**src/rtl/sram_like_arbiter_pkg.sv**
```systemverilog
// Shared definitions for the SRAM-like instruction/data arbiter.
// Source IDs are the tag values stored per accepted request, size codes
// follow the SRAM-like bus encoding, DEPTH_DEFAULT is the outstanding limit.
package sram_like_arbiter_pkg;

    localparam logic SRC_INST = 1'b0;
    localparam logic SRC_DATA = 1'b1;

    localparam logic [1:0] SZ_BYTE = 2'd0;
    localparam logic [1:0] SZ_HALF = 2'd1;
    localparam logic [1:0] SZ_WORD = 2'd2;

    localparam int unsigned DEPTH_DEFAULT = 4;

    // Grant lock: which source (if any) must keep the memory port until
    // its pending address phase is accepted.
    typedef enum logic [1:0] {
        LOCK_FREE = 2'd0,
        LOCK_INST = 2'd1,
        LOCK_DATA = 2'd2
    } lock_state_e;

    function automatic logic size_is_legal(input logic [1:0] sz);
        return (sz == SZ_BYTE) || (sz == SZ_HALF) || (sz == SZ_WORD);
    endfunction

endpackage

```
**src/rtl/sram_like_arbiter_tag.sv**
```systemverilog
// tag_fifo: DEPTH-deep, 1-bit-wide FIFO of source IDs, one entry per
// accepted address handshake, consumed in order by returning data_ok.
// Ports: clk, resetn (async active-low), push/din, pop, full, empty, head.
// Push while full and pop while empty are ignored.
module tag_fifo
    import sram_like_arbiter_pkg::*;
#(
    parameter int unsigned DEPTH = DEPTH_DEFAULT
) (
    input  logic clk,
    input  logic resetn,
    input  logic push,
    input  logic din,
    input  logic pop,
    output logic full,
    output logic empty,
    output logic head
);

    localparam int unsigned PW = (DEPTH > 1) ? $clog2(DEPTH) : 1;
    localparam int unsigned CW = PW + 1;

    logic [DEPTH-1:0] mem_q, mem_d;
    logic [PW-1:0]    wr_ptr_q, wr_ptr_d;
    logic [PW-1:0]    rd_ptr_q, rd_ptr_d;
    logic [CW-1:0]    count_q, count_d;
    logic             do_push, do_pop;

    assign full    = (count_q == CW'(DEPTH));
    assign empty   = (count_q == '0);
    assign head    = mem_q[rd_ptr_q];
    assign do_push = push && !full;
    assign do_pop  = pop && !empty;

    // DEPTH is a power of two, so pointer overflow is the modulo wrap.
    always_comb begin
        mem_d    = mem_q;
        wr_ptr_d = wr_ptr_q;
        rd_ptr_d = rd_ptr_q;
        count_d  = count_q;
        if (do_push) begin
            mem_d[wr_ptr_q] = din;
            wr_ptr_d        = wr_ptr_q + PW'(1);
        end
        if (do_pop) begin
            rd_ptr_d = rd_ptr_q + PW'(1);
        end
        case ({do_push, do_pop})
            2'b10:   count_d = count_q + CW'(1);
            2'b01:   count_d = count_q - CW'(1);
            default: count_d = count_q;
        endcase
    end

    always_ff @(posedge clk or negedge resetn) begin
        if (!resetn) begin
            mem_q    <= '0;
            wr_ptr_q <= '0;
            rd_ptr_q <= '0;
            count_q  <= '0;
        end else begin
            mem_q    <= mem_d;
            wr_ptr_q <= wr_ptr_d;
            rd_ptr_q <= rd_ptr_d;
            count_q  <= count_d;
        end
    end

endmodule

```
**src/rtl/sram_like_arbiter.sv**
```systemverilog
// sram_like_arbiter: merges the CPU instruction and data SRAM-like ports
// onto one SRAM-like memory port.
// Ports: clk, resetn (async active-low); inst_* and data_* CPU slave ports
// (req/wr/size/wstrb/addr/wdata in, addr_ok/data_ok/rdata out); mem_* master
// port (req/wr/size/wstrb/addr/wdata out, addr_ok/data_ok/rdata in).
// Data wins a free arbitration; a stalled address phase locks the grant.
// Returning data_ok is steered by a FIFO of source tags in acceptance order.
module sram_like_arbiter
    import sram_like_arbiter_pkg::*;
#(
    parameter int unsigned DEPTH = DEPTH_DEFAULT
) (
    input  logic        clk,
    input  logic        resetn,

    input  logic        inst_req,
    input  logic        inst_wr,
    input  logic [1:0]  inst_size,
    input  logic [3:0]  inst_wstrb,
    input  logic [31:0] inst_addr,
    input  logic [31:0] inst_wdata,
    output logic        inst_addr_ok,
    output logic        inst_data_ok,
    output logic [31:0] inst_rdata,

    input  logic        data_req,
    input  logic        data_wr,
    input  logic [1:0]  data_size,
    input  logic [3:0]  data_wstrb,
    input  logic [31:0] data_addr,
    input  logic [31:0] data_wdata,
    output logic        data_addr_ok,
    output logic        data_data_ok,
    output logic [31:0] data_rdata,

    output logic        mem_req,
    output logic        mem_wr,
    output logic [1:0]  mem_size,
    output logic [3:0]  mem_wstrb,
    output logic [31:0] mem_addr,
    output logic [31:0] mem_wdata,
    input  logic        mem_addr_ok,
    input  logic        mem_data_ok,
    input  logic [31:0] mem_rdata
);

    lock_state_e lock_q, lock_d;
    logic        grant;
    logic        granted_req;
    logic        handshake;
    logic        fifo_full, fifo_empty, fifo_head;
    logic        pop;

    always_comb begin
        grant = SRC_INST;
        case (lock_q)
            LOCK_INST: grant = SRC_INST;
            LOCK_DATA: grant = SRC_DATA;
            default:   grant = data_req ? SRC_DATA : SRC_INST;
        endcase
    end

    always_comb begin
        granted_req = inst_req;
        mem_wr      = inst_wr;
        mem_size    = inst_size;
        mem_wstrb   = inst_wstrb;
        mem_addr    = inst_addr;
        mem_wdata   = inst_wdata;
        if (grant == SRC_DATA) begin
            granted_req = data_req;
            mem_wr      = data_wr;
            mem_size    = data_size;
            mem_wstrb   = data_wstrb;
            mem_addr    = data_addr;
            mem_wdata   = data_wdata;
        end
    end

    // resetn gates the combinational request path so nothing escapes
    // while reset is asserted.
    assign mem_req      = granted_req && !fifo_full && resetn;
    assign handshake    = mem_req && mem_addr_ok;
    assign inst_addr_ok = handshake && (grant == SRC_INST);
    assign data_addr_ok = handshake && (grant == SRC_DATA);

    assign pop          = mem_data_ok && !fifo_empty;
    assign inst_data_ok = pop && (fifo_head == SRC_INST);
    assign data_data_ok = pop && (fifo_head == SRC_DATA);
    assign inst_rdata   = mem_rdata;
    assign data_rdata   = mem_rdata;

    // Lock only changes on a presented request; a full-FIFO stall drops
    // mem_req and therefore leaves any existing lock in place.
    always_comb begin
        lock_d = lock_q;
        if (handshake) begin
            lock_d = LOCK_FREE;
        end else if (mem_req) begin
            lock_d = (grant == SRC_DATA) ? LOCK_DATA : LOCK_INST;
        end
    end

    always_ff @(posedge clk or negedge resetn) begin
        if (!resetn) begin
            lock_q <= LOCK_FREE;
        end else begin
            lock_q <= lock_d;
        end
    end

    tag_fifo #(
        .DEPTH(DEPTH)
    ) u_tag_fifo (
        .clk   (clk),
        .resetn(resetn),
        .push  (handshake),
        .din   (grant),
        .pop   (pop),
        .full  (fifo_full),
        .empty (fifo_empty),
        .head  (fifo_head)
    );

endmodule

```
**config.mk**
```make
export PLATFORM = sky130hd
export DESIGN_NAME = sram_like_arbiter
export DESIGN_NICKNAME = d
export VERILOG_FILES = /design/src/rtl/sram_like_arbiter_pkg.sv /design/src/rtl/sram_like_arbiter_tag.sv /design/src/rtl/sram_like_arbiter.sv
export SDC_FILE = /design/constraint.sdc
export NUM_CORES = 1
export LEC_CHECK = 0
export ABC_AREA = 1
export BUFFER_PORTS_ARGS = -buffer_cell sky130_fd_sc_hd__buf_4
export CORE_AREA = 2 2 123 125
export CTS_BUF_LIST = sky130_fd_sc_hd__clkbuf_8
export DETAILED_ROUTE_END_ITERATION = 10
export DIE_AREA = 0 0 125 127
export GPL_ROUTABILITY_DRIVEN = 0
export PLACE_DENSITY_LB_ADDON = 0.3
export REMOVE_ABC_BUFFERS = 1
export SYNTH_ARGS = -nofsm -noshare
export SYNTH_HDL_FRONTEND = slang
export SYNTH_HIERARCHICAL = 1
export SYNTH_SLANG_ARGS = --single-unit
export TNS_END_PERCENT = 1
```
**constraint.sdc**
```tcl
create_clock -name clk -period 4.46 [get_ports clk]
set_input_delay 0.446 -clock clk [delete_from_list [all_inputs] [get_ports clk]]
set_output_delay 0.446 -clock clk [all_outputs]
set_load 0.05 [all_outputs]
```
* Word-level counts from Yosys, hierarchy flattened
Cells that the tools add are included.
** Word-level totals
- ROM bits :: 0
- Bits in writable memories :: 0
- Input bits :: 180
- Bits in latches :: 0
- Memories kept :: 0
- Bits in registers :: 13
- Output and inout bits :: 140
** Cells by class
- Muxes and demuxes :: 17
- Reductions and logical operators :: 16
- Bitwise operators :: 2
- Multipliers :: 0
- Magnitude comparators :: 3
- Div/mod/pow operators :: 0
- Shifts and indexed selects :: 0
- $add $sub $neg :: 4
- Equal/unequal tests :: 5
** Operators by type and width (number)
- 2-to-1 mux 32 bit :: 2
- logical AND 1 bit :: 11
- 2-to-1 mux 2 bit :: 4
- < comparator 2 x 3 -> 1 bit, second input constant :: 2
- case mux 3 bit (2 select lines) :: 1
- 2-to-1 mux 1 bit :: 5
- adder 2 x 1 -> 2 bit, second input constant :: 2
- bitwise mux 4 bit :: 1
- == test 2 x 1 -> 1 bit, second input constant :: 2
- == test 2 bit, second input constant :: 2
- 2-to-1 mux 4 bit :: 1
- nonzero test 2 bit :: 2
- adder 3 x 1 -> 3 bit, second input constant :: 1
- == test 3 bit, second input constant :: 1
- logical NOT 3 bit :: 1
- subtractor 3 x 1 -> 3 bit, second input constant :: 1
- binary-select mux 1 bit (select 2 bit) :: 1
- demux 1 bit (select 2 bit) :: 1
- greater-or-equal comparator 2 x 1 -> 1 bit, second input constant :: 1
- logical NOT 1 bit :: 2
- inverter 1 bit :: 2
- case mux 1 bit (2 select lines) :: 1

* Longest topological paths before layout
- Word-level depth :: 9
- Mapped depth :: 17
- Depth with buffers taken out :: 17

* Modules after synthesis
Netlist, hierarchy kept.
** Modules (own cells, without submodules)
- sram_like_arbiter :: cells each 322, times used 1, area each 1587.8 sq um
- tag_fifo :: cells each 83, times used 1, area each 668.1 sq um

* Worst setup path after synthesis
Ideal clock, no wire load.
- Kind :: reg-to-output
- From :: register lock_q[0]
- To :: output data_addr_ok
- Path buffers :: 0
- Data required time :: 4.014 ns
- Cell stages (with the launch flop) :: 8
- Arrival time :: 2.096 ns
- Path slack :: 1.918 ns
- Cell sequence :: dfrtp_1 > inv_1 > ha_1 > nand2_1 > nand3_1 > nand2_1 > nand2_1 > nor3_1
** Between the ends
- Longest elaborated chain between the ends :: 7
- Elaborated cells between the ends (all ways) :: 8
** Ends and longest elaborated chain
- from (decl) :: line sram_like_arbiter.sv:47 : lock_state_e lock_q, lock_d;
- from (signal assigned) :: line sram_like_arbiter.sv:108 : lock_q <= lock_d;
- == test 2 bit or == test 2 x 1 -> 1 bit (tied branches) :: line sram_like_arbiter.sv:56 : case (lock_q)
- case mux 1 bit (2 select lines) * :: line sram_like_arbiter.sv:56
- 2-to-1 mux 1 bit :: line sram_like_arbiter.sv:70 : if (grant == SRC_DATA) begin
- logical AND 1 bit (2 in series) :: line sram_like_arbiter.sv:82 : assign mem_req = granted_req && !fifo_full && resetn;
- logical AND 1 bit :: line sram_like_arbiter.sv:83 : assign handshake = mem_req && mem_addr_ok;
- logical AND 1 bit * :: line sram_like_arbiter.sv:85 : assign data_addr_ok = handshake && (grant == SRC_DATA);
- to (decl) :: line sram_like_arbiter.sv:32 : output logic data_addr_ok,
Every way passes the cells marked *; elsewhere a longest branch is shown, timed or not.

* Final worst setup path
- From :: register lock_q[1]
- To :: output mem_wdata[14]
** Between the ends
- Longest elaborated chain between the ends :: 3
- Elaborated cells between the ends (all ways) :: 4
** Ends and longest elaborated chain
- == test 2 bit or == test 2 x 1 -> 1 bit (tied branches) :: line sram_like_arbiter.sv:56
- case mux 1 bit (2 select lines) * :: line sram_like_arbiter.sv:56
- 2-to-1 mux 32 bit * :: line sram_like_arbiter.sv:70
- to (decl) :: line sram_like_arbiter.sv:41 : output logic [31:0] mem_wdata,
Marks and branches as above.

==> out/metrics.yaml <==
drtPass1Iterations: 4
grt_remaining_overflow: 0
clk_latency_ps: 250
power-per-cell-area_nw_per_um2: 854.5
diodes: 0
fin_cells: 736
post_cts_resized: 0
initial_core_util_pct: 15.64
dieWidth_um: 125
antenna_found_initial: 0
via_per_inst: 3.955
ys_warn_count: 6
io_buffers: 223
synth.largest_area_cell: "nand2_1"
cts_tree: "done"
synth_xor_area_share_pct: 0.3882
ys_top_cells_by_count: "nand2_1, buf_4, inv_1"
core-area_um2: 14420
hold_class: "primary input to asynchronous set/reset pin"
synth_fa_ha_area_share_pct: 4.215
die_y_um: 127
ys_types: 19
synth.area.top_cells: "nand2_1, buf_4, dfrtp_1"
cts_hold_buffers: 0
cts_sinks: 13
synth-seq-cells: 13
num_vias: 2911
p_leak_nw: 2.219
period_minus_slack_ps: 2977
path_class: "register to output port"
worstSetupStartpointType: "register"
grt_pass1_vias: 2767
status: "complete, no violations"
drive_gt1_share_pct: 42.39
htree_levels: 1
boundaryPins: 320
maxSlewViolCount: 0
relSlewSlack_pct: 50.90
fin_skew_ps: 3.253
wl_per_cell_um: 17.83
syn_inst: 405
comb_power_share_pct: 89.4
numCtsBuffers: 3
grt_max_degree: 74
synth-edff-count: 0
synth-compound-area-share_pct: 1.109
async_reset_ff_share_pct: 100.0
pre_cts_ws_ps: 1531
netlist_area_um2: 2256
rsz0062_at_grt: "false"
finalCritPeriodShare_pct: 66.75
power.internal_uw: 965.9
cts.path.max_buffers: 2
area_growth_pct: 59.23
hold_viol: 0
hpwl_mm: 11.44
root_buffer: "clkbuf_8"
synth_top_family_by_area: "simple AND/OR/NAND/NOR gates"
ys.flop_type: "dfrtp_1"
critPathArrivalTime_ps: 2530
clkPwrFrac_pct: 3.5
cap_violations: 0
yosysMostFrequentCell: "nand2_1"
drt_iter0_drc: 135
whs_ps: 38.11
dieArea_um2: 15880
setup_tns_ps: 0
seq_area_frac_synth_pct: 14.42
synthMuxAreaShare_pct: 0
p_seq_share_pct: 7.1
clk_pin_slew_worst_paths_ps: 60
grt_pass1_wl_mm: 18.13
swShare_pct: 68.53
cp.required_ps: 4010
grtUsageTotal_pct: 15.33
synth.top_cell.area_share_pct: 41.26
nNetsFinal: 740
wirelength_mm: 13.12
postCtsSetupBuffers: 0
postSynthAreaPerCell_um2: 5.570
drc: 0
cp-end-kind: "output port"
synthSimpleGateAreaFrac_pct: 48.92
worstMarginPinSlew_ps: 733.8
ant_nets: 0
ir_drop_mv: 0.3379
rows: 44
finalSetupViolations: 0
p_sw_mw: 2.104
cp_max_fo: 73
setup_ws_ps: 1483
clock.fmax_mhz: 335.9
dp.cells: 732
## worst max-delay path: stages (launching register included)
cell,delay (ps)
dfrtp_1,380
ha_1,310
inv_1,50
nand2_1,80
nand2_2,330
inv_4,670
nand2_1,140
nand2_1,100
buf_4,200
## cells by family (layout without fill, tap and decap cells)
logic type               after synthesis  count (layout)
AO/OA/AOI/OAI                          5               5
XOR/XNOR                               1               1
adder cells (fa/ha/maj)                7               7
buffers and inverters                101             248
flip-flops                            13              13
AND/OR/NAND/NOR                      278             278
## power groups by stage
stage / logic, mW / registers [mW] / clock network, mW
final: 2.75 / 0.218 / 0.106
after global routing: 2.92 / 0.227 / 0.115
after CTS: 2.78 / 0.218 / 0.108
after detailed placement: 2.78 / 0.217 / 0
after global placement: 2.77 / 0.219 / 0
after floorplan: 1.84 / 0.208 / 0
## path summary, 6_finish.rpt
| kind | cells after the start | from | endpoint | slack (ps) |
|---|---|---|---|---|
| max reg2reg | 12 | lock_q[0]$_DFFE_PN0P_ | u_tag_fifo/count_q[1]$_DFFE_PN0P_ | 1560 |
| max in group asynchronous | 1 | resetn | lock_q[0]$_DFFE_PN0P_ | 4250 |
| min | 1 | resetn | u_tag_fifo/rd_ptr_q[1]$_DFFE_PN0P_ | 40 |
| min reg2reg | 2 | u_tag_fifo/mem_q[3]$_DFFE_PN0P_ | u_tag_fifo/mem_q[3]$_DFFE_PN0P_ | 480 |
| max | 8 | lock_q[1]$_DFFE_PN0P_ | mem_wdata[14] | 1480 |
| min in group clk | 2 | u_tag_fifo/mem_q[3]$_DFFE_PN0P_ | u_tag_fifo/mem_q[3]$_DFFE_PN0P_ | 480 |
## cells in the final DEF, fill, tap and decap left out, drive strengths merged
cell type    n
buf        224
clkbuf       3
dfrtp       13
fa           1
ha           6
inv         21
nand2      250
nand3       10
nand4        7
nor2         7
nor3         3
nor3b        1
o21ai        5
xnor2        1
## layer usage
| metal | vias to the layer above | routed length (um) | global-route usage [%] |
|---|---|---|---|
| met5 | - | 0 | 4.025 |
| met4 | 0 | 104 | 1.765 |
| met3 | 8 | 2293 | 12.44 |
| met2 | 220 | 4906 | 19.50 |
| met1 | 1238 | 5816 | 20.01 |
| li1 | 1445 | - | - |
## cell type report
cell class                 count  area, um2
multi-input combinational    291       1232
inverter                      20      77.57
timing repair buffer         224       1682
fill                        1688      10830
clock buffer                   3      41.29
sequential                    13      325.3
tap                          184      230.2
clock inverter                 1      3.754
## state kept, by name, indices dropped and copies added (netlist names)
signal and flops:
lock_q 2, u_tag_fifo/count_q 3, u_tag_fifo/mem_q 4, u_tag_fifo/rd_ptr_q 2
u_tag_fifo/wr_ptr_q 2
## through the flow
stage | utilization [%] | power (mW) | instance area [um2]
global placement | 24.59 | 2.989 | 3547
global route | 24.90 | 3.264 | 3592
detailed placement | 24.59 | 2.995 | 3547
finish | 24.90 | 3.070 | 3592
CTS | 24.90 | 3.106 | 3592
floorplan | - | 2.047 | 1635
Power figures use the tool's default switching activity.
